[config.mk]
export PLATFORM = sky130hd
export DESIGN_NAME = dl_scheduler
export DESIGN_NICKNAME = d
export VERILOG_FILES = /design/src/rtl/dl_pkg.sv /design/src/rtl/dl_scheduler_if.sv /design/src/rtl/dl_timing.sv /design/src/rtl/dl_scheduler.sv
export SDC_FILE = /design/constraint.sdc
export NUM_CORES = 1
export LEC_CHECK = 0
export ABC_CLOCK_PERIOD_IN_PS = 3200
export CAP_MARGIN = 25
export CORE_UTILIZATION = 51
export DETAILED_ROUTE_END_ITERATION = 10
export PLACE_DENSITY_LB_ADDON = 0.3
export REMOVE_ABC_BUFFERS = 1
export SLEW_MARGIN = 20
export SYNTH_ARGS = -nofsm -noshare
export SYNTH_HDL_FRONTEND = slang
export SYNTH_SLANG_ARGS = --single-unit
[constraint.sdc]
create_clock -name clk -period 3.2 [get_ports clk]
set_clock_uncertainty 0.1 [all_clocks]
set_input_delay 0.64 -clock clk [delete_from_list [all_inputs] [get_ports clk]]
set_output_delay 0.64 -clock clk [all_outputs]
set_load 0.01 [all_outputs]
[src/rtl/dl_pkg.sv]
// Shared definitions for the delay-line transfer scheduler: register
// select encodings, FSM states, requester identities and the default word length.
package dl_pkg;

  localparam int DL_BITS = 26;

  typedef enum logic [2:0] {
    SEL_PR  = 3'd0,
    SEL_MD  = 3'd1,
    SEL_MR  = 3'd2,
    SEL_ACC = 3'd3,
    SEL_STP = 3'd4,
    SEL_AI  = 3'd5,
    SEL_NU  = 3'd6,
    SEL_PQR = 3'd7
  } dl_sel_e;

  typedef enum logic [1:0] {
    ST_IDLE = 2'd0,
    ST_XFER = 2'd1,
    ST_DONE = 2'd2
  } dl_state_e;

  typedef enum logic {
    REQ_A = 1'b0,
    REQ_B = 1'b1
  } dl_req_e;

  // Selects STP..PQR live on line 31, PR..ACC on line 44.
  function automatic logic sel_line31(input logic [2:0] s);
    return s >= 3'(SEL_STP);
  endfunction

endpackage

[src/rtl/dl_scheduler_if.sv]


interface dl_timing_if;
  logic [3:0] ph;
  logic [4:0] bitn;
  logic       frame_end;

  modport master (output ph, bitn, frame_end);
  modport slave  (input ph, bitn, frame_end);
endinterface

[src/rtl/dl_timing.sv]
// Phase/bit-time generator: one-hot W,X,Y,Z phase, bit counter stepping on Z,
// and a strobe marking the last slot of the frame.
module dl_timing
  import dl_pkg::*;
#(
  parameter int BITS = DL_BITS
) (
  input  logic       clk,
  input  logic       rstn,
  dl_timing_if.master tim
);

  logic [3:0] r_ph;
  logic [4:0] r_bitn;

  always_ff @(posedge clk or negedge rstn) begin
    if (!rstn) begin
      r_ph   <= 4'b0001;
      r_bitn <= '0;
    end else begin
      r_ph <= {r_ph[2:0], r_ph[3]};
      if (r_ph[3]) begin
        r_bitn <= (r_bitn == 5'(BITS - 1)) ? 5'd0 : r_bitn + 5'd1;
      end
    end
  end

  assign tim.ph        = r_ph;
  assign tim.bitn      = r_bitn;
  assign tim.frame_end = r_ph[3] && (r_bitn == 5'(BITS - 1));

endmodule

[src/rtl/dl_scheduler.sv]
// Two-requester scheduler for a pair of recirculating delay lines; one word
// transfer per frame. Define DL_PARITY_EN to enable the read parity checker.
module dl_scheduler
  import dl_pkg::*;
#(
  parameter int BITS = DL_BITS
) (
  input  logic            clk,
  input  logic            rstn,
  input  logic            req_a,
  input  logic            req_b,
  input  logic [2:0]      sel_a,
  input  logic [2:0]      sel_b,
  input  logic            we_a,
  input  logic            we_b,
  input  logic [BITS-1:0] wdata_a,
  input  logic [BITS-1:0] wdata_b,
  output logic            gnt_a,
  output logic            gnt_b,
  output logic [BITS-1:0] rdata,
  output logic            rperr,
  input  logic            dl44_sa,
  input  logic            dl31_sa,
  output logic            dl44_g,
  output logic            dl31_g,
  output logic [3:0]      ph,
  output logic [4:0]      bitn,
  output logic            busy
);

  dl_timing_if u_tim_if ();

  dl_timing #(.BITS(BITS)) u_timing (
    .clk  (clk),
    .rstn (rstn),
    .tim  (u_tim_if)
  );

  dl_state_e       r_state;
  dl_state_e       w_state_next;
  dl_req_e         r_win;
  dl_req_e         w_winner;
  logic [2:0]      r_sel;
  logic            r_we;
  logic [BITS-1:0] r_wdata;
  logic [BITS-1:0] r_rd;
  logic [BITS-1:0] w_rd_next;
  logic [BITS-1:0] w_bit_hot;
  logic            r_g44;
  logic            r_g31;
  logic            r_gnt_a;
  logic            r_gnt_b;
  logic            w_latch;
  logic            w_done;
  logic            w_frame_end;
  logic [1:0]      w_phase;
  logic            w_line31;
  logic            w_slot_hit;
  logic            w_sensed;
  logic            w_wbit;
  logic            w_g44_next;
  logic            w_g31_next;

  assign ph          = u_tim_if.ph;
  assign bitn        = u_tim_if.bitn;
  assign w_frame_end = u_tim_if.frame_end;
  assign w_phase     = {ph[3] | ph[2], ph[3] | ph[1]};
  assign w_line31    = sel_line31(r_sel);
  assign w_slot_hit  = (r_state == ST_XFER) && (w_phase == r_sel[1:0]);
  assign w_sensed    = w_line31 ? dl31_sa : dl44_sa;

  genvar gi;
  generate
    for (gi = 0; gi < BITS; gi++) begin : g_bit
      assign w_bit_hot[gi] = (bitn == 5'(gi));
      assign w_rd_next[gi] = (w_slot_hit && w_bit_hot[gi]) ? w_sensed : r_rd[gi];
    end
  endgenerate

  assign w_wbit = |(r_wdata & w_bit_hot);

  // Every slot recirculates except the one a write transfer owns.
  assign w_g44_next = (w_slot_hit && !w_line31 && r_we) ? w_wbit : dl44_sa;
  assign w_g31_next = (w_slot_hit &&  w_line31 && r_we) ? w_wbit : dl31_sa;

  always_comb begin
    w_winner = REQ_A;
    if (req_a && req_b) begin
      w_winner = (r_win == REQ_A) ? REQ_B : REQ_A;
    end else if (req_b) begin
      w_winner = REQ_B;
    end
  end

  always_comb begin
    w_state_next = r_state;
    w_latch      = 1'b0;
    w_done       = 1'b0;
    case (r_state)
      ST_IDLE: begin
        if (w_frame_end && (req_a || req_b)) begin
          w_state_next = ST_XFER;
          w_latch      = 1'b1;
        end
      end
      ST_XFER: begin
        if (w_frame_end) begin
          w_state_next = ST_DONE;
          w_done       = 1'b1;
        end
      end
      ST_DONE: w_state_next = ST_IDLE;
      default: w_state_next = ST_IDLE;
    endcase
  end

  // r_win doubles as round-robin history: the last winner loses the next tie.
  always_ff @(posedge clk or negedge rstn) begin
    if (!rstn) begin
      r_state <= ST_IDLE;
      r_win   <= REQ_B;
      r_sel   <= '0;
      r_we    <= 1'b0;
      r_wdata <= '0;
      r_rd    <= '0;
      r_g44   <= 1'b0;
      r_g31   <= 1'b0;
      r_gnt_a <= 1'b0;
      r_gnt_b <= 1'b0;
    end else begin
      r_state <= w_state_next;
      r_rd    <= w_rd_next;
      r_g44   <= w_g44_next;
      r_g31   <= w_g31_next;
      r_gnt_a <= w_done && (r_win == REQ_A);
      r_gnt_b <= w_done && (r_win == REQ_B);
      if (w_latch) begin
        r_win   <= w_winner;
        r_sel   <= (w_winner == REQ_B) ? sel_b   : sel_a;
        r_we    <= (w_winner == REQ_B) ? we_b    : we_a;
        r_wdata <= (w_winner == REQ_B) ? wdata_b : wdata_a;
      end
    end
  end

`ifdef DL_PARITY_EN
  logic r_rperr;

  always_ff @(posedge clk or negedge rstn) begin
    if (!rstn) begin
      r_rperr <= 1'b0;
    end else begin
      r_rperr <= w_done && ~^w_rd_next;
    end
  end

  assign rperr = r_rperr;
`else
  assign rperr = 1'b0;
`endif

  assign gnt_a  = r_gnt_a;
  assign gnt_b  = r_gnt_b;
  assign rdata  = r_rd;
  assign dl44_g = r_g44;
  assign dl31_g = r_g31;
  assign busy   = (r_state != ST_IDLE);

endmodule

==> impl_metrics.tcl, run 1 <==
set metrics [dict create \
    cts.repair.resized 0 \
    relSlewSlack_pct 34.15 \
    critical_path_class "flip-flop to flip-flop" \
    final_util_pct 72.18 \
    core_sq_um 6832 \
    power_switching_mw 0.3854 \
    yosys.area.top_type "dfrtp_1" \
    via_count 3011 \
    vias_per_cell 5.485 \
    fin_ws_ps 482.1 \
    clk_pin_slew_ps 70 \
    irDropWorstVdd_mv 0.2031 \
    cp-end-kind "flip-flop" \
    layout_min_cycle_time_ps 2718 \
    final_nets 521 \
    synth_async_sr_flop_share_pct 100.0 \
    ys_warn_count 0 \
    port_buffers 105 \
    maxCapViolations 0 \
    cp_cell_sequence "or3_1 > a211oi_2 > nor2_1 > or4_1 > o32a_1" \
    antenna_found_initial 0 \
    rrSetupSlack_ps 480 \
    postSynthAreaPerCell_sq_um 10.25 \
    synth_most_common_cell "dfrtp_1" \
    start_kind "flip-flop" \
    syn_to_final_growth_pct 36.27 \
    synth_seq_cells 72 \
    regToRegStartpoint "u_timing.tim.ph[3]$_DFF_PN0_" \
    synth_commonest_cells "dfrtp_1, nand2_1, o21ai_0" \
    switching_share_pct 21.97 \
    wl_per_cell_microns 15.56 \
    first_global_vias 3030 \
    p_int_mw 1.368 \
    synth_area_leaders "dfrtp_1, mux2i_1, mux2_2, o21ai_0, nand2_1" \
    post-place-ws_ps 527.7 \
    clk_latency_ps 350 \
    worstMarginPinSlew_ps 984.1 \
    fmax_mhz 367.9 \
    synth_edf_count 0 \
    cp.depth 5 \
    finalHoldViolCount 0 \
    cts_tree "yes" \
    pwr-share-seq_pct 52.4 \
    ys.flop_type "dfrtp_1" \
    reg2reg_depth 5 \
    drive_above_1_share_pct 12.14 \
    p_per_area_nw_per_um2 355.7 \
    die_y_microns 86.23 \
    drc 0 \
    finalCritPeriodShare_pct 84.93 \
    routabilityCongestion 0.8605 \
    crit_arrival_ps 2840 \
    start_util_pct 52.97 \
    antenna_left 0 \
    crit_family "simple AND/OR/NAND/NOR gates" \
    synth_cell_types 45 \
    slew_viol_final 0 \
    cp_num_buf_inv 0 \
    cpPeakStageDelay_ps 630 \
    holdWs_ps 196.6 \
    syn_inst 353 \
    synth.cell_area_sq_um 3618 \
    status "complete, no violations" \
    dr.pass1.iters 4 \
    multi_input_area_sq_um 1713 \
    fp-row-count 30 \
    critPathMaxFanout 17 \
    synth.yosys.seq_area_share_pct 49.86 \
    drt_iter0_markers 210 \
    yosysTopAreaCellShare_pct 48.41 \
    ctsRootBufferMaster "clkbuf_8" \
    setup_viol 0 \
    rr_endpoint "dl44_g$_DFF_PN0_" \
    crit_required_ps 3320 \
    ctsHoldBuffers 0 \
    io_pins 107 \
    postCtsSetupBuffers 0 \
    grt_max_degree 73 \
    track_usage_pct 24.91 \
    clock-sinks 72 \
    antenna_cells 0 \
    p_comb_share_pct 9.2 \
    grt_pass1_wl_microns 14260 \
    dp.cells 535 \
    die_x_microns 86.23 \
    tns_ps 0 \
    dieArea_sq_um 7436 \
    leakagePower_nw 2.140 \
    regArea_sq_um 1804 \
    clk_path_buf_depth 2 \
    cp_slowest_cell "or4_1" \
    routed_wirelength_microns 8544 \
    clkPwrFrac_pct 38.5 \
    timing.hold.worst.class "input pin to async pin" \
    rsz0062_at_grt "no" \
    cts_made_buffers 9 \
    final-instance-count-excl-fill 549 \
    fillCellCount 523 \
    dp.final_hpwl_microns 6070 \
    htree_levels 3 \
    grt_overflow 0 \
]
metal layers:
metal	wire, microns	vias to the layer above	track usage [%]
met4	174	0	9.697
li1	-	1442	-
met2	4233	104	41.70
met1	3691	1445	32.32
met5	0	-	0
met3	444	20	4.571
placed cells by master, fill, tap and decap left out, types with 3 or more instances in the layout:
master / Yosys / layout
ha_1: 5 / 5
dfrtp_1: 70 / 70
nor4_1: 7 / 7
nor3_1: 10 / 10
nand4_1: 5 / 5
mux2_2: 29 / 29
a21oi_1: 3 / 3
clkbuf_8: 0 / 9
clkdlybuf4s50_1: 0 / 104
nand3_1: 4 / 3
nand2b_1: 10 / 10
nor2b_1: 4 / 4
nand2_1: 49 / 49
nor2_1: 14 / 14
o22ai_1: 3 / 3
nand3b_1: 5 / 5
o21ai_0: 37 / 37
and3_1: 3 / 3
inv_1: 6 / 6
nor3b_1: 3 / 3
buf_4: 1 / 4
mux2i_1: 33 / 33
kinds of logic after synthesis:
logic type / count (synthesis) / synth area share [%]
and+or+nand+nor: 121 / 16.46
DFF: 72 / 49.86
muxes: 62 / 18.15
AOI/OAI and AO/OA: 61 / 10.20
buffers and inverters: 30 / 3.250
adders and majority gates: 5 / 1.729
other: 1 / 0.1036
xor gates and xnor gates: 1 / 0.2421
metrics by stage:
stage	cell area [sq um]	total power, mW
6_report	4931	1.754
5_1_grt	4931	1.809
4_1_cts	4931	1.760
3_5_place_dp	4756	1.100
3_3_place_gp	4756	1.095
2_1_floorplan	3523	0.9803
worst reg2reg max path: stages (launching register included):
cell and delay, ps:
dfrtp_1 560, or3_1 460, a211oi_2 240, nor2_1 260, or4_1 630, o32a_1 330
sequential cells by signal, indices dropped and copies added (netlist names):
signal,flops
r_we,1
u_timing.tim.bitn,5
u_timing.tim.ph,4
r_state,2
rdata,26
r_wdata,26
r_win,1
gnt_a,1
dl44_g,1
r_sel,3
gnt_b,1
dl31_g,1
final cells by class:
type / count / share of cell area, %
Clock buffer: 10 / 2.588
Multi-Input combinational cell: 251 / 34.74
Clock inverter: 4 / 0.9642
Tap cell: 96 / 2.436
Sequential cell: 72 / 36.59
Inverter: 6 / 0.4567
Timing Repair Buffer: 110 / 22.23
worst max path at each step:
stage / start / end / slack, ps
5_1_grt: u_timing.tim.ph[3]$_DFF_PN0_ / dl44_g$_DFF_PN0_ / 330
2_1_floorplan: req_b / r_sel[0]$_DFFE_PN0P_ / -220
3_5_place_dp: u_timing.tim.ph[3]$_DFF_PN0_ / dl44_g$_DFF_PN0_ / 530
3_3_place_gp: u_timing.tim.ph[3]$_DFF_PN0_ / dl44_g$_DFF_PN0_ / 640
6_report: u_timing.tim.ph[3]$_DFF_PN0_ / dl44_g$_DFF_PN0_ / 480
4_1_cts: u_timing.tim.ph[3]$_DFF_PN0_ / dl44_g$_DFF_PN0_ / 520
power by group through the flow:
| stage | Sequential (mW) | Clock (mW) | Combinational (mW) |
|---|---|---|---|
| after floorplan | 0.938 | 0 | 0.0419 |
| after global placement | 0.936 | 0 | 0.160 |
| after detailed placement | 0.936 | 0 | 0.164 |
| after CTS | 0.919 | 0.678 | 0.164 |
| after global routing | 0.918 | 0.714 | 0.177 |
| final | 0.918 | 0.675 | 0.161 |
No activity file was read; power rests on OpenSTA's default activity.
==> inputs of run 2 (changes only) <==
ABC_CLOCK_PERIOD_IN_PS = 2500   (was 3200)
CORE_UTILIZATION = 43   (was 51)
clock period = 2.5 ns   (was 3.2 ns; I/O delays follow)
==> impl_metrics.tcl, run 2 (synthesized netlist as in run 1, its figures left out) <==
set metrics [dict create \
    fp-row-count 33 \
    cp_slowest_cell "or4_1" \
    antenna_cells 0 \
    dr.pass1.iters 4 \
    start_util_pct 44.26 \
    grt_max_degree 62 \
    drive_above_1_share_pct 14.96 \
    cp_num_buf_inv 0 \
    dp.final_hpwl_microns 6560 \
    routed_wirelength_microns 8777 \
    place_area_sq_um 4877 \
    htree_levels 3 \
    regToRegStartpoint "u_timing.tim.ph[2]$_DFF_PN0_" \
    cpPeakStageDelay_ps 570 \
    routabilityCongestion 0.8444 \
    rr_endpoint "dl44_g$_DFF_PN0_" \
    wl_per_cell_microns 15.32 \
    setup_viol 0 \
    worstMarginPinSlew_ps 550.7 \
    fmax_mhz 418.3 \
    drt_iter0_markers 158 \
    fillCellCount 681 \
    clkPwrFrac_pct 45.6 \
    maxCapViolations 0 \
    status "complete, no violations" \
    die_y_microns 93.74 \
    reg2reg_depth 5 \
    mostFrequentLayoutCell "clkdlybuf4s50_1" \
    first_global_vias 3095 \
    total_power_mw 2.547 \
    final_util_pct 62.86 \
    clock-sinks 72 \
    grt_pass1_wl_microns 14970 \
    syn_to_final_growth_pct 42.01 \
    final-instance-count-excl-fill 573 \
    antenna_left 0 \
    final_nets 534 \
    p_comb_share_pct 8.2 \
    critPathMaxFanout 5 \
    clk_latency_ps 350 \
    track_usage_pct 22.42 \
    start_kind "flip-flop" \
    tns_ps 0 \
    p_int_mw 2.030 \
    cts_tree "yes" \
    io_pins 107 \
    crit_family "simple AND/OR/NAND/NOR gates" \
    irDropWorstVdd_mv 0.2862 \
    dieArea_sq_um 8786 \
    p_per_area_nw_per_um2 495.6 \
    finalCritPeriodShare_pct 95.62 \
    leakagePower_nw 2.252 \
    via_count 2988 \
    rsz0062_at_grt "no" \
    cts_made_buffers 9 \
    dp.cells 557 \
    cp_cell_sequence "or3_1 > a211oi_4 > nor2_1 > or4_1 > o32a_1" \
    vias_per_cell 5.215 \
    drc 0 \
    finalHoldViolCount 0 \
    clk_pin_slew_ps 80 \
    timing.hold.worst.class "input pin to async pin" \
    final_cell_mix "clkdlybuf4s50_1, dfrtp_1, nand2_1" \
    switching_share_pct 20.27 \
    rrSetupSlack_ps 110 \
    power_switching_mw 0.5163 \
    pwr-share-seq_pct 46.1 \
    crit_arrival_ps 2530 \
    critical_path_class "flip-flop to flip-flop" \
    core_sq_um 8175 \
    layout_min_cycle_time_ps 2390 \
    cp-end-kind "flip-flop" \
    port_buffers 105 \
    slew_viol_final 0 \
    relSlewSlack_pct 63.04 \
    clk_path_buf_depth 2 \
    crit_required_ps 2640 \
    die_x_microns 93.74 \
    design_area_sq_um 5139 \
    ctsRootBufferMaster "clkbuf_8" \
    grt_overflow 0 \
    antenna_found_initial 0 \
    postCtsSetupBuffers 0 \
]
run 2: cell types whose count changed in the layout (fill, tap and decap cells not counted), sizes merged:
cell,previous run,this run
clkinvlp,1,0
clkbuf,10,12
clkinv,2,0
bufinv,1,3
buf,6,19
inv,6,7
run 2: worst max path at each step:
| stage | depth (start not counted) | endpoint | slack [ps] | startpoint |
|---|---|---|---|---|
| 2_1_floorplan | 3 | r_sel[0]$_DFFE_PN0P_ | -780 | req_b |
| 3_3_place_gp | 5 | dl31_g$_DFF_PN0_ | 180 | u_timing.tim.ph[2]$_DFF_PN0_ |
| 3_5_place_dp | 5 | dl44_g$_DFF_PN0_ | 120 | u_timing.tim.ph[2]$_DFF_PN0_ |
| 4_1_cts | 5 | dl44_g$_DFF_PN0_ | 110 | u_timing.tim.ph[2]$_DFF_PN0_ |
| 5_1_grt | 7 | dl44_g$_DFF_PN0_ | 3 | u_timing.tim.bitn[1]$_DFFE_PN0P_ |
| 6_report | 5 | dl44_g$_DFF_PN0_ | 110 | u_timing.tim.ph[2]$_DFF_PN0_ |
run 2: cell type report:
cell class              count  area, sq um  share of cell area, %
well taps                 105        131.4                  2.557
clock buffers              12        155.1                  3.019
multi-input cells         251         1720                  33.48
flip-flops and latches     72         1804                  35.11
repair buffers            123         1206                  23.47
inverters                   6        22.52                 0.4383
clock inverters             4        98.84                  1.924
run 2: per-layer routing:
layer	GRT usage, %	share of wire [%]	wire length [microns]
met1	29.98	45	3941
met2	36.92	49	4270
met3	3.722	5.1	444
met4	7.564	1.4	121
met5	0	0	0
run 2: timing repair:
item | in CTS | in global routing
gates resized for setup | 0 | 1
hold buffers | 0 | 0
endpoints found under the setup margin | 0 | 2
run 2: worst reg2reg max path, cell delays in order, from the launching register on:
cell,delay [ps]
dfrtp_1,440
or3_1,410
a211oi_4,300
nor2_1,160
or4_1,570
o32a_1,310
run 2: metrics by stage:
step / hold slack [ps] / worst slack [ps]
after CTS: 45.06 / 112.0
after global routing: 66.40 / 3.129
after floorplan: 104.4 / -779.6
final: 24.79 / 109.6
after detailed placement: 304.4 / 122.4
after global placement: 297.3 / 178.2
run 2: power groups by stage:
| stage | clock (mW) | sequential, mW | combinational, mW |
|---|---|---|---|
| global placement | 0 | 1.20 | 0.210 |
| finish | 1.16 | 1.17 | 0.210 |
| floorplan | 0 | 1.20 | 0.0536 |
| detailed placement | 0 | 1.20 | 0.214 |
| CTS | 1.17 | 1.17 | 0.214 |
| global route | 1.22 | 1.18 | 0.231 |
